**config.mk**
```make
export PLATFORM = sky130hd
export DESIGN_NAME = unidad_control_multiciclo
export DESIGN_NICKNAME = d
export VERILOG_FILES = /design/src/rtl/unidad_control_multiciclo.sv
export SDC_FILE = /design/constraint.sdc
export NUM_CORES = 1
export LEC_CHECK = 0
export ABC_AREA = 1
export CORE_MARGIN = 2
export CORE_UTILIZATION = 46
export DETAILED_ROUTE_END_ITERATION = 16
export PLACE_DENSITY = 0.75
export SYNTH_ARGS = -nofsm -noshare
export SYNTH_HDL_FRONTEND = slang
export SYNTH_SLANG_ARGS = --single-unit
```
**constraint.sdc**
```tcl
create_clock -name clk -period 1.55 [get_ports clk]
set_input_delay 0.2325 -clock clk [delete_from_list [all_inputs] [get_ports clk]]
set_output_delay 0.2325 -clock clk [all_outputs]
set_load 0.01 [all_outputs]
```
**src/rtl/unidad_control_multiciclo.sv**
```systemverilog
// unidad_control_multiciclo: multicycle MIPS control unit (Moore FSM) sequencing
// fetch, decode, execute, memory and write-back with configurable memory latency.
//
// Parameters:
//   MEM_LAT  cycles per memory access (FETCH, MEMRD, MEMWR), 1..15
//   ALUOP_W  AluOp width, >= 3; bits above bit 2 are always 0
// Ports:
//   clk, rst_n           clock, asynchronous active-low reset
//   op[5:0]              IR opcode, sampled only in DECODE
//   stall                freezes state, cnt and latched opcode; masks write enables
//   PCWrite/PCWriteCond  PC write, PC write qualified by ALU zero
//   PCSource[1:0]        00 ALU, 01 ALUOut, 10 jump target
//   IorD                 memory address: 0 PC, 1 ALUOut
//   MemRead/MemToWrite   memory read / write
//   IRWrite              IR load
//   MemToReg             write-back data: 1 MDR, 0 ALUOut
//   RegDst               destination: 1 rd, 0 rt
//   RegWrite             register file write
//   AluSrcA              0 PC, 1 A
//   AluSrcB[1:0]         00 B, 01 4, 10 sign-ext imm, 11 shifted sign-ext imm
//   AluOp                000 add, 001 sub, 010 funct decode
//   Illegal              one-cycle pulse in DECODE on an unsupported opcode
//   estado[3:0]          current state for debug
module unidad_control_multiciclo #(
   parameter int MEM_LAT = 2,
   parameter int ALUOP_W = 3
) (
   input  logic               clk,
   input  logic               rst_n,
   input  logic [5:0]         op,
   input  logic               stall,
   output logic               PCWrite,
   output logic               PCWriteCond,
   output logic [1:0]         PCSource,
   output logic               IorD,
   output logic               MemRead,
   output logic               MemToWrite,
   output logic               IRWrite,
   output logic               MemToReg,
   output logic               RegDst,
   output logic               RegWrite,
   output logic               AluSrcA,
   output logic [1:0]         AluSrcB,
   output logic [ALUOP_W-1:0] AluOp,
   output logic               Illegal,
   output logic [3:0]         estado
);
   typedef enum logic [3:0] {
      FETCH  = 4'd0,
      DECODE = 4'd1,
      MEMADR = 4'd2,
      MEMRD  = 4'd3,
      MEMWB  = 4'd4,
      MEMWR  = 4'd5,
      EXEC   = 4'd6,
      RWB    = 4'd7,
      BRANCH = 4'd8,
      JUMP   = 4'd9,
      ADDIEX = 4'd10,
      ADDIWB = 4'd11
   } state_t;

   localparam logic [5:0] OP_RTYPE = 6'b000000;
   localparam logic [5:0] OP_J     = 6'b000010;
   localparam logic [5:0] OP_BEQ   = 6'b000100;
   localparam logic [5:0] OP_ADDI  = 6'b001000;
   localparam logic [5:0] OP_LW    = 6'b100011;
   localparam logic [5:0] OP_SW    = 6'b101011;
   localparam logic [3:0] CNT_LAST = 4'(MEM_LAT - 1);

   state_t     state;
   logic [3:0] cnt;
   logic [5:0] opLatched;
   logic       running;
   logic       go;
   logic       memState;
   logic       lastCnt;
   logic       opLegal;
   logic       pcWriteRaw;
   logic       pcWriteCondRaw;
   logic       irWriteRaw;
   logic       regWriteRaw;
   logic       memWriteRaw;
   logic [2:0] aluOpRaw;

   // running stays low through reset and its first edge, so the first FETCH
   // cycle begins on the first rising edge after rst_n is released and no
   // write enable can fire while reset is asserted.
   assign go       = running && !stall;
   assign memState = state inside {FETCH, MEMRD, MEMWR};
   assign lastCnt  = cnt == CNT_LAST;
   assign opLegal  = op inside {OP_RTYPE, OP_J, OP_BEQ, OP_ADDI, OP_LW, OP_SW};

   always_ff @(posedge clk or negedge rst_n) begin
      if (!rst_n) begin
         state     <= FETCH;
         cnt       <= '0;
         opLatched <= '0;
         running   <= 1'b0;
      end else begin
         running <= 1'b1;
         if (go) begin
            if (memState && !lastCnt) begin
               cnt <= cnt + 4'd1;
            end else begin
               cnt <= '0;
               case (state)
                  FETCH:  state <= DECODE;
                  DECODE: begin
                     opLatched <= op;
                     state <= (op == OP_LW || op == OP_SW) ? MEMADR :
                              (op == OP_RTYPE)             ? EXEC   :
                              (op == OP_BEQ)               ? BRANCH :
                              (op == OP_J)                 ? JUMP   :
                              (op == OP_ADDI)              ? ADDIEX : FETCH;
                  end
                  MEMADR: state <= (opLatched == OP_SW) ? MEMWR : MEMRD;
                  MEMRD:  state <= MEMWB;
                  EXEC:   state <= RWB;
                  ADDIEX: state <= ADDIWB;
                  default: state <= FETCH;
               endcase
            end
         end
      end
   end

   always_comb begin
      pcWriteRaw     = 1'b0;
      pcWriteCondRaw = 1'b0;
      irWriteRaw     = 1'b0;
      regWriteRaw    = 1'b0;
      memWriteRaw    = 1'b0;
      PCSource       = 2'b00;
      IorD           = 1'b0;
      MemRead        = 1'b0;
      MemToReg       = 1'b0;
      RegDst         = 1'b0;
      AluSrcA        = 1'b0;
      AluSrcB        = 2'b00;
      aluOpRaw       = 3'b000;
      case (state)
         FETCH: begin
            MemRead    = 1'b1;
            AluSrcB    = 2'b01;
            irWriteRaw = lastCnt;
            pcWriteRaw = lastCnt;
         end
         DECODE: AluSrcB = 2'b11;
         MEMADR, ADDIEX: begin
            AluSrcA = 1'b1;
            AluSrcB = 2'b10;
         end
         MEMRD: begin
            MemRead = 1'b1;
            IorD    = 1'b1;
         end
         MEMWR: begin
            memWriteRaw = 1'b1;
            IorD        = 1'b1;
         end
         MEMWB: begin
            MemToReg    = 1'b1;
            regWriteRaw = 1'b1;
         end
         EXEC: begin
            AluSrcA  = 1'b1;
            aluOpRaw = 3'b010;
         end
         RWB: begin
            RegDst      = 1'b1;
            regWriteRaw = 1'b1;
         end
         ADDIWB: regWriteRaw = 1'b1;
         BRANCH: begin
            AluSrcA        = 1'b1;
            aluOpRaw       = 3'b001;
            pcWriteCondRaw = 1'b1;
            PCSource       = 2'b01;
         end
         JUMP: begin
            pcWriteRaw = 1'b1;
            PCSource   = 2'b10;
         end
         default: ;
      endcase
   end

   // Write enables are masked by stall so a frozen cycle repeats without
   // producing duplicate writes; selects and MemRead stay state-decoded.
   assign PCWrite     = pcWriteRaw && go;
   assign PCWriteCond = pcWriteCondRaw && go;
   assign IRWrite     = irWriteRaw && go;
   assign RegWrite    = regWriteRaw && go;
   assign MemToWrite  = memWriteRaw && go;
   assign Illegal     = go && state == DECODE && !opLegal;
   assign AluOp       = ALUOP_W'(aluOpRaw);
   assign estado      = state;
endmodule

```
== Word level (Yosys, flattened, before mapping) ==
Index checks and enable logic that the tools add are counted.
Word-level totals
  logic and storage cells: 69
  bits of input ports: 9
  output and inout port bits: 22
  bits in registers: 15
Cells by class
  equal/unequal tests: 18
  mux-type cells: 21
  add/sub/neg operators: 1
  bitwise logic cells: 1
  reduce and logical (&&, ||, !) cells: 24
Operator list (count)
  4-bit 2-to-1 mux: 6
  4-bit one-hot mux with 6 select lines: 1
  6-bit equality test, second input constant: 3
  4-bit by 3-bit equality test with 1-bit output, second input constant: 4
  4-bit equality test, second input constant: 4
  1-bit logical AND: 9
  1-bit 2-to-1 mux: 9
  4-bit by 1-bit equality test with 1-bit output, second input constant: 2
  4-bit by 2-bit equality test with 1-bit output, second input constant: 2
  2-bit one-hot mux with 2 select lines: 2
  6-bit by 2-bit equality test with 1-bit output, second input constant: 1
  6-bit by 3-bit equality test with 1-bit output, second input constant: 1
  6-bit by 4-bit equality test with 1-bit output, second input constant: 1
  6-bit logical NOT: 1
  2-bit one-hot mux with 3 select lines: 1
  6-bit nonzero test: 1
  2-bit OR reduction: 3
  4-bit by 1-bit adder with 4-bit output, second input constant: 1
  4-bit logical NOT: 1
  4-bit OR reduction: 1
  1-bit logical NOT: 3
  3-bit 2-to-1 mux: 1
  3-bit AND reduction: 1
  3-bit nonzero test: 1
  5 further kinds: 5

== Logic depth before layout (Yosys ltp) ==
Gate-level depths: netlist of run 1.
  depth in word-level cells: 7
  depth in mapped cells: 9
  mapped depth without buffers: 9

== Worst setup path after synthesis of run 1 ==
Ideal clock, no wire load.
  path kind: reg2out
  from: reg state[1] (netlist: estado[1])
  to: out RegWrite
  data required time: 1317 ps
  arrival: 1299 ps
  buffers on the path: 0
  setup slack: 18 ps
  stages on the path, launching flop included: 6
  cells stage by stage: dfrtp_1 -> nor2_1 -> inv_1 -> nor2_1 -> nor2_1 -> a21oi_1
On the way
  word-level cells in the longest chain between the ends: 4
  elaborated cells on any way between the ends: 6
  those cells by class: 3 x eq/ne; 1 x mux; 2 x reduce/logical
RTL lines
  start, declared: line 71  | state_t state;
  start signal, assigned: line 111  | state <= (op == OP_LW || op == OP_SW) ? MEMADR :
  start signal, assigned: line 117  | MEMADR: state <= (opLatched == OP_SW) ? MEMWR : MEMRD;
  4-bit equality test / 4-bit by 3-bit equality test with 1-bit output (equally long branches): line 142  | case (state)
  3-bit OR reduction (no line) (*)
  1-bit 2-to-1 mux (*): line 142
  1-bit logical AND (*): line 194  | assign RegWrite = regWriteRaw && go;
  end, declared: line 41  | output logic RegWrite,
Every way passes the cells marked *; elsewhere a longest branch is shown, timed or not.

== Worst setup path in the final report of run 1 ==
  from: reg state[1] (netlist: estado[1])
  to: out AluSrcA
On the way
  word-level cells in the longest chain between the ends: 3
  elaborated cells on any way between the ends: 6
  those cells by class: 4 x eq/ne; 1 x mux; 1 x reduce/logical
RTL lines
  4-bit equality test (tied with other cells): line 142
  4-bit OR reduction (no line) (*)
  1-bit 2-to-1 mux (*): line 142
  end, declared: line 42  | output logic AluSrcA,
Marked as above.

==> results of run 1 <==
-- cell usage in the layout (no fill, tap or decap), types with 3 or more instances in the layout --
cell type / netlist / routed
inv_1: 14 / 9
clkdlybuf4s50_1: 0 / 8
dfrtp_1: 15 / 13
o21ai_0: 5 / 4
a21oi_1: 3 / 3
nor2_1: 28 / 13
nand4_1: 4 / 4
nor2_4: 2 / 11
dlygate4sd2_1: 0 / 3
clkbuf_4: 0 / 3
buf_4: 1 / 41
inv_2: 0 / 3
nor2_2: 2 / 8
nand3_1: 13 / 12
nand2_1: 46 / 36
buf_2: 0 / 10
buf_6: 0 / 17
nand2_4: 3 / 5
nand2_2: 2 / 8
-- area by class of cell --
cell class / instances / area [um2] / area share
flip-flops and latches: 15 / 377.9 / 0.1913
clock buffers: 3 / 22.52 / 0.01140
inverters: 17 / 86.33 / 0.04370
well taps: 28 / 35.03 / 0.01773
repair buffers: 81 / 679.4 / 0.3439
clock inverters: 1 / 7.507 / 0.003800
multi-input cells: 121 / 767.0 / 0.3882
-- how the worst max path moves through the flow --
stage	end	slack [ns]	cells past startpoint	from
after CTS	Illegal	-0.17	7	estado[3]$_DFFE_PN0P_
after floorplan	RegWrite	0.02	5	estado[1]$_DFFE_PN0P_
after global placement	Illegal	-0.42	6	op[0]
final	AluSrcA	-0.33	8	estado[1]$_DFFE_PN0P_
after detailed placement	Illegal	-0.46	6	op[0]
after global routing	AluSrcA	-0.37	8	estado[1]$_DFFE_PN0P_
-- metal layers --
layer / wire (um) / vias to the layer above / GRT usage
li1: - / 656 / -
met3: 478 / 46 / 0.04310
met1: 1792 / 722 / 0.3897
met2: 2494 / 132 / 0.5577
met5: 0 / - / 0
met4: 370 / 0 / 0.08333
-- worst max-delay path: stages (launching register included) --
cell     delay [ns]
dfrtp_1        0.47
inv_1          0.15
buf_4          0.14
nor2_4         0.04
nand2_1        0.11
nand2_4        0.07
nor2_2         0.14
nand2_1        0.09
buf_2          0.15
-- stage by stage --
stage | TNS [ns] | instance area, um2 | std cells | setup WS [ns] | util
floorplan | 0 | 1050 | 154 | 0.01813 | -
global placement | -3.470 | 1668 | 250 | -0.4199 | 0.7613
detailed placement | -3.643 | 1668 | 250 | -0.4629 | 0.7613
CTS | -1.604 | 1837 | 264 | -0.1688 | 0.8384
global route | -4.961 | 1976 | 266 | -0.3691 | 0.9018
finish | -3.587 | 1976 | 266 | -0.3278 | 0.9018
-- Yosys cell counts --
library cell and number:
nand4_1 4, a21oi_2 1, o22ai_1 2, nor2_1 28, nor3_1 1, inv_1 14, clkinv_1 1, nand2_2 2
inv_4 2, a21oi_1 3, nand3_2 1, xor2_1 1, nand2_4 3, nand3_1 13, dfrtp_1 15, nand2_1 46
buf_4 1, o21ai_1 1, or2_2 1, nor2_2 2, nor2_4 2, o21ai_0 5, conb_1 2, ha_1 2
nor2_8 1
-- what timing repair did --
| action | 4_1_cts | 5_1_grt |
|---|---|---|
| hold endpoints to repair | 0 | 0 |
| pin swaps | 19 | 15 |
| gates resized for setup | 110 | 38 |
| buffers inserted | 11 | 5 |
| endpoints found under the setup margin | 21 | 29 |
-- cells by family (layout without fill, tap and decap cells) --
logic type / after synthesis / in the layout / share of synthesized area
fa+ha+maj: 2 / 2 / 0.02383
compound gates: 12 / 12 / 0.06316
xor+xnor: 1 / 1 / 0.008345
flops: 15 / 15 / 0.3576
simple gates: 104 / 104 / 0.4672
other cells: 2 / 2 / 0.007154
buf+inv: 18 / 102 / 0.07270
-- registers in the layout (all words and copies together) (netlist names) --
signal and count:
estado 4, opLatched 6, running 1, cnt 4
-- report_power, final --
group	switching (uW)	internal (uW)	leakage, uW
registers	114	525	0.000191
logic	1040	817	0.000846
clock network	159	98.4	0.0000139
==> impl_metrics.tcl, run 1 <==
set metrics [dict create \
    diodes 0 \
    fin_crit_sh 1.212 \
    dpl.hpwl_mm 2.351 \
    r2r-start "estado[1]$_DFFE_PN0P_" \
    max-vdd-ir-drop_uv 1121 \
    dr.pass1.iters 5 \
    maxSlewViolCount 0 \
    worst_ep_arrival_time_ns 1.65 \
    period_needed_ns 1.878 \
    antenna_found_initial 0 \
    drt_iter0_drc 109 \
    setup.worst_path.start_class "flop" \
    rows 17 \
    grt_util_all_layers 0.3110 \
    synth_top_cell_by_area "dfrtp_1" \
    power.density_nw_per_um2 1396 \
    grt_pass1_vias 1329 \
    total_power_uw 2758 \
    clk_latency_ns 0.30 \
    gp_congestion 0.8913 \
    core-area_um2 2191 \
    dieHeight_um 51.77 \
    numCtsBuffers 3 \
    initial_core_util 0.4792 \
    htreeDepth 1 \
    drt-wirelength-per-cell_um 19.30 \
    tritoncts "done" \
    port_buffers 29 \
    critical_path.max_fanout 4 \
    crit_path_end_kind "output port" \
    vias 1556 \
    status "finished, violations left" \
    totalWireLength_mm 5.135 \
    cts_sinks 15 \
    pin_count 31 \
    drc 0 \
    clock.fmax_mhz 532.5 \
    holdWs_ns 0.2244 \
    synth_top_area_share 0.3576 \
    syn_area_per_cell_um2 6.817 \
    cts.clk_slew.worst_paths_ns 0.12 \
    grt_first_pass_wirelength_mm 6.161 \
    die_area_um2 2680 \
    hold_viol_final 0 \
    maxCapViolCount 0 \
    cts_max_path_buffers 2 \
    rsz0062_at_grt "yes" \
    area_growth_pct 88.20 \
    synth_cell_type_count 25 \
    r2r-end "estado[1]$_DFFE_PN0P_" \
    netlist_instances 154 \
    netlist_area_um2 1050 \
    die_x_um 51.77 \
    ant_nets 0 \
    criticalPathCategory "reg -> out" \
    fill_cells 92 \
    ys_warn_count 0 \
    final_nets 250 \
    synth_seq_area_share 0.3576 \
    yosys-top-cells-area "dfrtp_1 (36%), nand2_1 (16%), nor2_1 (10%)" \
    required_ns 1.32 \
    clock_skew_ns 0.009118 \
    hp-class "in -> async" \
    leakagePower_uw 0.001050 \
    fin_ws_ns -0.3278 \
    vias_per_cell 5.850 \
    grt-ovfl-total 0 \
    root_buffer "clkbuf_4" \
    syn-num-nets 165 \
    r2r_slack_ns -0.20 \
    setup_viol 23 \
    cts_hold_buf 0 \
    drive_gt1_frac 0.5210 \
    grt_max_degree 16 \
    rr_worst_depth 11 \
    violations "negative setup slack" \
    synth_seq_cells 15 \
]
(Power assumes the default switching activity.)
==> run 2, diff against run 1 <==
Settings changed: CAP_MARGIN set to 30.
==> results of run 2 <==
No change in the layout: final DEF, timing and power equal those of run 1.
==> run 3, diff against run 2 <==
Settings changed: GPL_TIMING_DRIVEN set to 0.
==> run 3 against run 2 <==
Compared with the run above:
- the run still ends with negative setup slack left
- cell count shrank 14%
- core utilization decreased by 19 points
- clock power is 16% lower
- register-to-register slack gained 0.33 ns
- total power fell by 20%
- clock skew decreased by 0.0061 ns
- combinational power decreased by 28%
- critical path type unchanged
- critical endpoint is now PCWrite
- largest cell class unchanged
- largest power group unchanged
==> impl_metrics.tcl, run 3 (synthesis gave the netlist of run 1 again) <==
set metrics [dict create \
    worstMarginPinSlew_ns 0.6726 \
    totalWireLength_mm 2.790 \
    postLayoutCoreUtil 0.7162 \
    power.switching_uw 978.5 \
    r2r-start "estado[0]$_DFFE_PN0P_" \
    setup.worst_path.start_class "flop" \
    maxSlewViolCount 0 \
    grt_pass1_vias 1134 \
    max-vdd-ir-drop_uv 893.4 \
    required_ns 1.32 \
    worst_ep_arrival_time_ns 1.48 \
    drt-wirelength-per-cell_um 12.18 \
    p_comb_frac 0.605 \
    power.density_nw_per_um2 1399 \
    diodes 0 \
    rsz0062_at_grt "yes" \
    largest_register_ffs 6 \
    relSlewSlack 0.5502 \
    grt_max_degree 16 \
    grt-ovfl-total 0 \
    period_needed_ns 1.712 \
    pre_cts_slack_ns -0.6911 \
    min_from "op[0]" \
    hold_viol_final 0 \
    drc 0 \
    clock_skew_ns 0.002971 \
    vias_per_cell 4.987 \
    final_nets 213 \
    fill_cells 172 \
    pin_count 31 \
    hp-class "in -> reg" \
    grt_util_all_layers 0.2290 \
    dpl.hpwl_mm 1.961 \
    regArea_um2 380.4 \
    clk_latency_ns 0.28 \
    drive_gt1_frac 0.3831 \
    use_met3 0.05460 \
    ant_nets 0 \
    criticalPathCategory "reg -> out" \
    holdWs_ns 0.2909 \
    area_growth_pct 49.46 \
    htreeDepth 1 \
    leakagePower_uw 0.0008223 \
    setup_tns_ns -0.8853 \
    final_common_cell "nand2_1" \
    cts_sinks 15 \
    whs_endpoint "opLatched[0]$_DFFE_PN0P_" \
    fin_crit_sh 1.104 \
    cts_max_path_buffers 2 \
    numCtsBuffers 3 \
    antenna_found_initial 0 \
    grt_first_pass_wirelength_mm 4.616 \
    r2r_slack_ns 0.13 \
    top_register "opLatched" \
    die_x_um 51.77 \
    grt_use_met1 0.2596 \
    mostFrequentLayoutCells "nand2_1 (41), nor2_1 (17), nand3_1 (12), buf_4 (12), buf_2 (12)" \
    drt_iter0_drc 37 \
    holdPathStages 3 \
    clock.fmax_mhz 584.2 \
    port_buffers 29 \
    setup_viol 8 \
    root_buffer "clkbuf_4" \
    pwr-share-clk 0.099 \
    initial_core_util 0.4792 \
    grt_use_met2 0.4316 \
    dr.pass1.iters 5 \
    maxCapViolCount 0 \
    r2r-end "estado[2]$_DFFE_PN0P_" \
    internal_power_uw 1216 \
    crit_path_end_kind "output port" \
    core-area_um2 2191 \
    die_area_um2 2680 \
    rows 17 \
    gp_congestion 0.8654 \
    dieHeight_um 51.77 \
    rr_worst_depth 9 \
    status "finished, violations left" \
    multi_input_area_um2 708.2 \
    vias 1142 \
    switching_share 0.4459 \
    seqPwrFrac 0.296 \
    tritoncts "done" \
    fin_ws_ns -0.1617 \
    top_usage_layer "met2" \
    violations "negative setup slack" \
    cts.clk_slew.worst_paths_ns 0.08 \
    critical_path.max_fanout 4 \
]
[run 3: cell types whose count changed in the layout (fill, tap and decap cells not counted), sizes merged]
| cell | before | now |
|---|---|---|
| clkinv | 0 | 1 |
| inv | 17 | 16 |
| buf | 68 | 29 |
| dlygate4sd2 | 3 | 4 |
| clkbuf | 3 | 6 |
| clkdlybuf4s50 | 8 | 7 |
| clkinvlp | 1 | 0 |
[run 3: per-stage QoR]
stage,area [um2],std cells,total power [uW]
floorplan,1050,154,1297
global placement,1375,211,1639
detailed placement,1375,211,1671
CTS,1485,225,2002
global route,1569,229,2355
finish,1569,229,2194
[run 3: final cells by class]
cell class                      count  share of cell area
Inverter                           17             0.04705
Sequential cell                    15              0.2424
Tap cell                           28             0.02233
Buffer                              1            0.004785
Clock buffer                        4             0.01675
Multi-Input combinational cell    121              0.4514
Timing Repair Buffer               43              0.2153
[run 3: power groups by stage]
stage	registers (uW)	clock network, uW	logic, uW
detailed placement	656	0	1010
global route	668	238	1450
CTS	646	224	1130
floorplan	638	0	660
finish	649	217	1330
global placement	647	0	991
[run 3: worst max path at each step]
stage | cells after the start | slack [ns] | from | to
global placement | 5 | -0.68 | stall | Illegal
floorplan | 5 | 0.02 | estado[1]$_DFFE_PN0P_ | RegWrite
CTS | 7 | -0.23 | estado[1]$_DFFE_PN0P_ | AluSrcA
global route | 6 | -0.27 | estado[1]$_DFFE_PN0P_ | PCWrite
finish | 6 | -0.16 | estado[1]$_DFFE_PN0P_ | PCWrite
detailed placement | 5 | -0.69 | stall | Illegal
[run 3: metal layers]
metal | routed length (um) | up-vias
met1 | 1179 | 528
met3 | 118 | 6
met5 | 0 | -
met2 | 1473 | 29
li1 | - | 579
met4 | 18 | 0
[run 3: critical path, stage by stage (launching register included)]
cell	delay, ns
dfrtp_2	0.45
buf_6	0.13
nor2_4	0.13
buf_6	0.12
nand4_1	0.09
o21ai_1	0.13
buf_2	0.14
[run 3: timing repair]
item / 4_1_cts / 5_1_grt
hold buffers: 0 / 0
endpoints found under the setup margin: 21 / 17
pin swaps: 6 / 10
setup buffers: 10 / 4
resized for setup: 92 / 24
